### src/rtl/alu_cmd_sequencer.sv
`default_nettype none
// alu_cmd_sequencer: assembles A/B/OP command bytes from the UART, drives the ALU,
// hands the result to the transmitter, with inter-byte timeout and a one-deep pending-byte buffer.
module alu_cmd_sequencer #(
  parameter int NB_DATA  = 8,
  parameter int NB_OP    = 6,
  parameter int NB_TIMER = 16,
  parameter int TIMEOUT  = 1600
) (
  input  logic               i_clock,
  input  logic               i_reset,
  input  logic               i_tick,
  input  logic [NB_DATA-1:0] i_rx_data,
  input  logic               i_rx_done,
  input  logic [NB_DATA-1:0] i_alu_result,
  input  logic               i_tx_done,
  output logic [NB_DATA-1:0] o_dato_A,
  output logic [NB_DATA-1:0] o_dato_B,
  output logic [NB_OP-1:0]   o_OP,
  output logic [NB_DATA-1:0] o_interface_data,
  output logic               o_interface_done,
  output logic               o_busy,
  output logic               o_timeout,
  output logic               o_overrun
);

  typedef enum logic [2:0] {
    IDLE    = 3'd0,
    WAIT_B  = 3'd1,
    WAIT_OP = 3'd2,
    EXEC    = 3'd3,
    SEND    = 3'd4,
    WAIT_TX = 3'd5
  } state_t;

  state_t              state, state_nxt;
  logic [NB_TIMER-1:0] timer;
  logic                pend_valid;
  logic [NB_DATA-1:0]  pend_data;

  logic load_a, a_from_pend, load_b, load_op, load_res, clr_timer;
  logic pend_store, pend_clr, timeout_nxt, overrun_nxt;
  logic timer_hit, timer_run;

  // Upper rx bits are not part of the opcode.
  logic unused_rx_bits;
  assign unused_rx_bits = ^i_rx_data[NB_DATA-1:NB_OP];

  assign timer_run = (state == WAIT_B || state == WAIT_OP) && i_tick;
  assign timer_hit = timer_run && (timer == NB_TIMER'(TIMEOUT - 1));

  always_comb begin
    state_nxt   = state;
    load_a      = 1'b0;
    a_from_pend = 1'b0;
    load_b      = 1'b0;
    load_op     = 1'b0;
    load_res    = 1'b0;
    clr_timer   = 1'b0;
    pend_store  = 1'b0;
    pend_clr    = 1'b0;
    timeout_nxt = 1'b0;
    overrun_nxt = 1'b0;
    case (state)
      IDLE: if (i_rx_done) begin
        load_a    = 1'b1;
        clr_timer = 1'b1;
        state_nxt = WAIT_B;
      end
      WAIT_B: if (i_rx_done) begin
        load_b    = 1'b1;
        clr_timer = 1'b1;
        state_nxt = WAIT_OP;
      end else if (timer_hit) begin
        timeout_nxt = 1'b1;
        state_nxt   = IDLE;
      end
      WAIT_OP: if (i_rx_done) begin
        load_op   = 1'b1;
        state_nxt = EXEC;
      end else if (timer_hit) begin
        timeout_nxt = 1'b1;
        state_nxt   = IDLE;
      end
      EXEC, SEND: begin
        load_res  = (state == EXEC);
        state_nxt = (state == EXEC) ? SEND : WAIT_TX;
        if (i_rx_done) begin
          pend_store  = !pend_valid;
          overrun_nxt = pend_valid;
        end
      end
      WAIT_TX: begin
        if (i_tx_done) begin
          // A buffered byte is older than one arriving now, so it wins the A slot.
          if (pend_valid) begin
            load_a      = 1'b1;
            a_from_pend = 1'b1;
            pend_clr    = 1'b1;
            clr_timer   = 1'b1;
            overrun_nxt = i_rx_done;
            state_nxt   = WAIT_B;
          end else if (i_rx_done) begin
            load_a    = 1'b1;
            clr_timer = 1'b1;
            state_nxt = WAIT_B;
          end else begin
            state_nxt = IDLE;
          end
        end else if (i_rx_done) begin
          pend_store  = !pend_valid;
          overrun_nxt = pend_valid;
        end
      end
      default: state_nxt = IDLE;
    endcase
  end

  always_ff @(posedge i_clock or negedge i_reset) begin
    if (!i_reset) begin
      state            <= IDLE;
      o_dato_A         <= '0;
      o_dato_B         <= '0;
      o_OP             <= '0;
      o_interface_data <= '0;
      o_timeout        <= 1'b0;
      o_overrun        <= 1'b0;
      timer            <= '0;
      pend_valid       <= 1'b0;
      pend_data        <= '0;
    end else begin
      state     <= state_nxt;
      o_timeout <= timeout_nxt;
      o_overrun <= overrun_nxt;
      if (load_a)   o_dato_A         <= a_from_pend ? pend_data : i_rx_data;
      if (load_b)   o_dato_B         <= i_rx_data;
      if (load_op)  o_OP             <= i_rx_data[NB_OP-1:0];
      if (load_res) o_interface_data <= i_alu_result;
      if (clr_timer)
        timer <= '0;
      else if (timer_run && timer != '1)
        timer <= timer + NB_TIMER'(1);
      if (pend_clr) begin
        pend_valid <= 1'b0;
      end else if (pend_store) begin
        pend_valid <= 1'b1;
        pend_data  <= i_rx_data;
      end
    end
  end

  assign o_interface_done = (state == SEND);
  assign o_busy           = (state != IDLE);

endmodule
`default_nettype wire

### config.mk
export PLATFORM = sky130hd
export DESIGN_NAME = alu_cmd_sequencer
export DESIGN_NICKNAME = d
export VERILOG_FILES = /design/src/rtl/alu_cmd_sequencer.sv
export SDC_FILE = /design/constraint.sdc
export NUM_CORES = 1
export LEC_CHECK = 0
export CAP_MARGIN = 20
export CORE_AREA = 2 2 82 84
export DETAILED_ROUTE_END_ITERATION = 10
export DIE_AREA = 0 0 84 86
export GPL_ROUTABILITY_DRIVEN = 0
export PLACE_DENSITY_LB_ADDON = 0.2
export RECOVER_POWER = 50
export SYNTH_ARGS = -nofsm -noshare
export SYNTH_HDL_FRONTEND = slang
export SYNTH_SLANG_ARGS = --single-unit
### constraint.sdc
create_clock -name i_clock -period 1.7 [get_ports i_clock]
set_input_delay 0.17 -clock i_clock [delete_from_list [all_inputs] [get_ports i_clock]]
set_output_delay 0.17 -clock i_clock [all_outputs]
set_load 0.005 [all_outputs]
==> results by group <==
Status
  – Status: finished, violations left
  – Failing checks: negative setup slack

Clock tree
  – Clock buffer depth: 2
  – Inserted Clock Buffers: 9
  – CTS H-Tree Depth: 3
  – Later-pin clock latency in the skew report: 0.34 ns
  – CTS tree: done
  – CTS root buffer: clkbuf_8
  – Clock transition at path regs: 0.07 ns
  – Clock sink total: 60

STA
  – Final hold slack: 0.360 ns
  – RSZ-0062 raised after global routing: yes
  – Hold Fails Final Rpt: 0
  – Worst Setup Slack, final: -0.0198 ns
  – Clk_skew: 0.00748 ns
  – Min cycle time layout: 1.72 ns
  – Slew headroom: 0.608
  – Final Max Slew Viols: 0
  – Slew at the pin closest to its max-slew limit: 0.587 ns
  – Finish-stage setup viols: 1
  – Period utilization: 1.01
  – Fmax: 581 MHz

Detailed routing
  – Vias/cell: 5.60
  – Antenna Nets Post-Route: 0
  – WL final: 7120 um
  – DR vias: 2,436
  – Drc violations: 0
  – Routed WL per cell: 16.4 um
  – Number of DRC markers in iteration 0: 130
  – DR pass1 iterations: 4

Setup path
  – Setup crit end kind: flip-flop
  – Worst Path Max Fanout: 7
  – RR Startpoint: timer[1]
  – WS Path Type: flip-flop to flip-flop
  – Critical Path AT: 1.99 ns
  – Crit path required time: 1.97 ns
  – CP Launch Type: flip-flop
  – Crit path from: timer[1]

Synth
  – Cell accounting for the most synthesized area: dfrtp_1
  – Mapped Cells: 251
  – Ys flop type: dfrtp_1
  – Most area-consuming cells after synthesis: dfrtp_1, mux2_2, a21oi_1
  – Yosys reg bits: 60
  – Distinct cell type count after synthesis: 51
  – Synth warnings: 0
  – Syn Std Cell Area: 2920 sq um
  – Syn_nets: 273
  – Syn_area_per_cell: 11.6 sq um
  – Part of the Yosys area used for sequential elements: 0.514
  – Number of flops mapped to enable cells by yosys: 0
  – Ys async rst share: 1.00
  – Top cell type's share of synthesized area: 0.514

Placement
  – DP HPWL: 4900 um
  – Port-buffer cells: 54

Floorplanning
  – Chip width: 84 um
  – Starting Density: 0.465
  – Row count: 29
  – Die Y: 86 um
  – Die area: 7220 sq um
  – I/O pin total: 55
  – Core region area: 6280 sq um

Finish
  – Commonest non-fill, non-tap cells in the layout: dfrtp_1, buf_4, clkdlybuf4s50_1
  – Most common cell after layout, fill and taps aside: dfrtp_1
  – Fin nets: 375
  – Share of layout cells above drive strength 1: 0.341
  – N_diodes: 0
  – Area grow syn2layout: 44.0%

Flow run
  – Max-cap violation count: 0

Global route
  – Vias in the first global route: 2,395
  – Initial antenna violation count: 0
  – Largest net degree at the start of global routing: 35
  – GRT Total Usage: 0.195
  – Grt total ovfl: 0
  – First-pass GRT wire length: 11,100 um

Pwr
  – Peak VDD IR: 1.06 mV
  – Sequential share of power: 0.342
  – Clk pwr share: 0.218
  – Sw power: 2.11 mW
  – Power Density: 1590 nW/um^2
  – P_int: 4.57 mW
  – Switching portion of total power: 0.316
  – Lkg Pwr: 1.80 nW
  – Overall power: 6.69 mW
  – Combinational cell fraction of total power: 0.441

Hold path
  – Worst hold path class: input port to async pin
-- metrics by stage --
| step | std cells | worst slack (ns) | instance area, sq um | TNS, ns | util |
|---|---|---|---|---|---|
| final | 435 | -0.0198 | 4200 | -0.0198 | 0.670 |
| after global routing | 435 | -0.0729 | 4200 | -0.324 | 0.670 |
| after CTS | 431 | -0.0150 | 4110 | -0.0150 | 0.654 |
| after detailed placement | 413 | -0.128 | 3840 | -2.35 | 0.611 |
| after global placement | 413 | -0.119 | 3840 | -1.84 | 0.611 |
| after floorplan | 251 | 0.0354 | 2920 | 0 | - |
-- state kept, by name (all words and copies together), names as in the netlist --
register          cells
o_dato_A              8
pend_data             8
state                 3
timer                16
o_timeout             1
o_interface_data      8
o_dato_B              8
pend_valid            1
o_overrun             1
o_OP                  6
-- final timing paths --
kind | slack, ns | cells after the start | to
max in group asynchronous | 0.41 | 3 | o_OP[1]
max reg2reg | -0.02 | 5 | timer[13]
min reg2reg | 0.50 | 1 | o_dato_B[2]
min in group i_clock | 0.44 | 2 | o_interface_data[5]
min | 0.36 | 2 | timer[12]
max | -0.02 | 5 | timer[13]
-- worst max-delay path, stage by stage (launching register included) --
cell,delay [ns]
dfrtp_1,0.41
buf_4,0.15
and4_4,0.25
nand4_4,0.14
or4_1,0.56
a21oi_1,0.14
-- power by group through the flow --
stage	combinational, mW	sequential [mW]	clock [mW]
2_1_floorplan	1.37	2.27	0
3_3_place_gp	2.74	2.28	0
3_5_place_dp	2.79	2.31	0
4_1_cts	2.85	2.28	1.48
5_1_grt	3.20	2.35	1.55
6_report	2.95	2.28	1.46
-- metal layers --
metal,vias to the layer above,GRT usage,wire length [um]
met2,67,0.333,3510
met3,18,0.0664,374
li1,1161,-,-
met1,1190,0.235,3110
met5,-,0,0
met4,0,0.0572,121
-- synth_stat cells (all sizes together) (2+ instances only) --
library cell / number
nand2: 7
nor3: 6
o31ai: 8
and2b: 2
buf: 12
nor3b: 2
a31oi: 3
mux2: 30
nand4: 9
nor4b: 2
nor4: 4
or4: 8
nor2: 15
and4: 3
dfrtp: 60
nand3b: 2
o21ai: 6
nand2b: 4
inv: 2
a21oi: 23
o21a: 2
nor2b: 2
and3: 3
or3: 2
a211o: 2
mux2i: 8
nand3: 8
-- cell type report --
| cell class | instances | area, sq um |
|---|---|---|
| Clock inverter | 5 | 83.8 |
| Clock buffer | 11 | 141 |
| Fill cell | 496 | 2070 |
| Inverter | 2 | 7.51 |
| Sequential cell | 60 | 1510 |
| Timing Repair Buffer | 104 | 932 |
| Tap cell | 77 | 96.3 |
| Multi-Input combinational cell | 176 | 1440 |
-- cell families (layout without fill, tap and decap cells) --
family / Yosys count / in the layout / synth area share
DFF: 60 / 60 / 0.514
and+or+nand+nor: 80 / 80 / 0.174
adders and majority gates: 1 / 1 / 0.00429
muxes: 38 / 38 / 0.143
AOI/OAI and AO/OA: 55 / 55 / 0.122
buffers and inverters: 15 / 122 / 0.0304
xor gates and xnor gates: 2 / 2 / 0.0124
-- repair_timing --
item,in CTS,in global routing
resized for setup,10,21
cloned,0,0
endpoints found under the setup margin,33,26
pin swaps,1,7
hold buffers,1,0
buffers inserted,1,4
hold endpoints to repair,18,0
No activity file was read; power rests on OpenSTA's default activity.
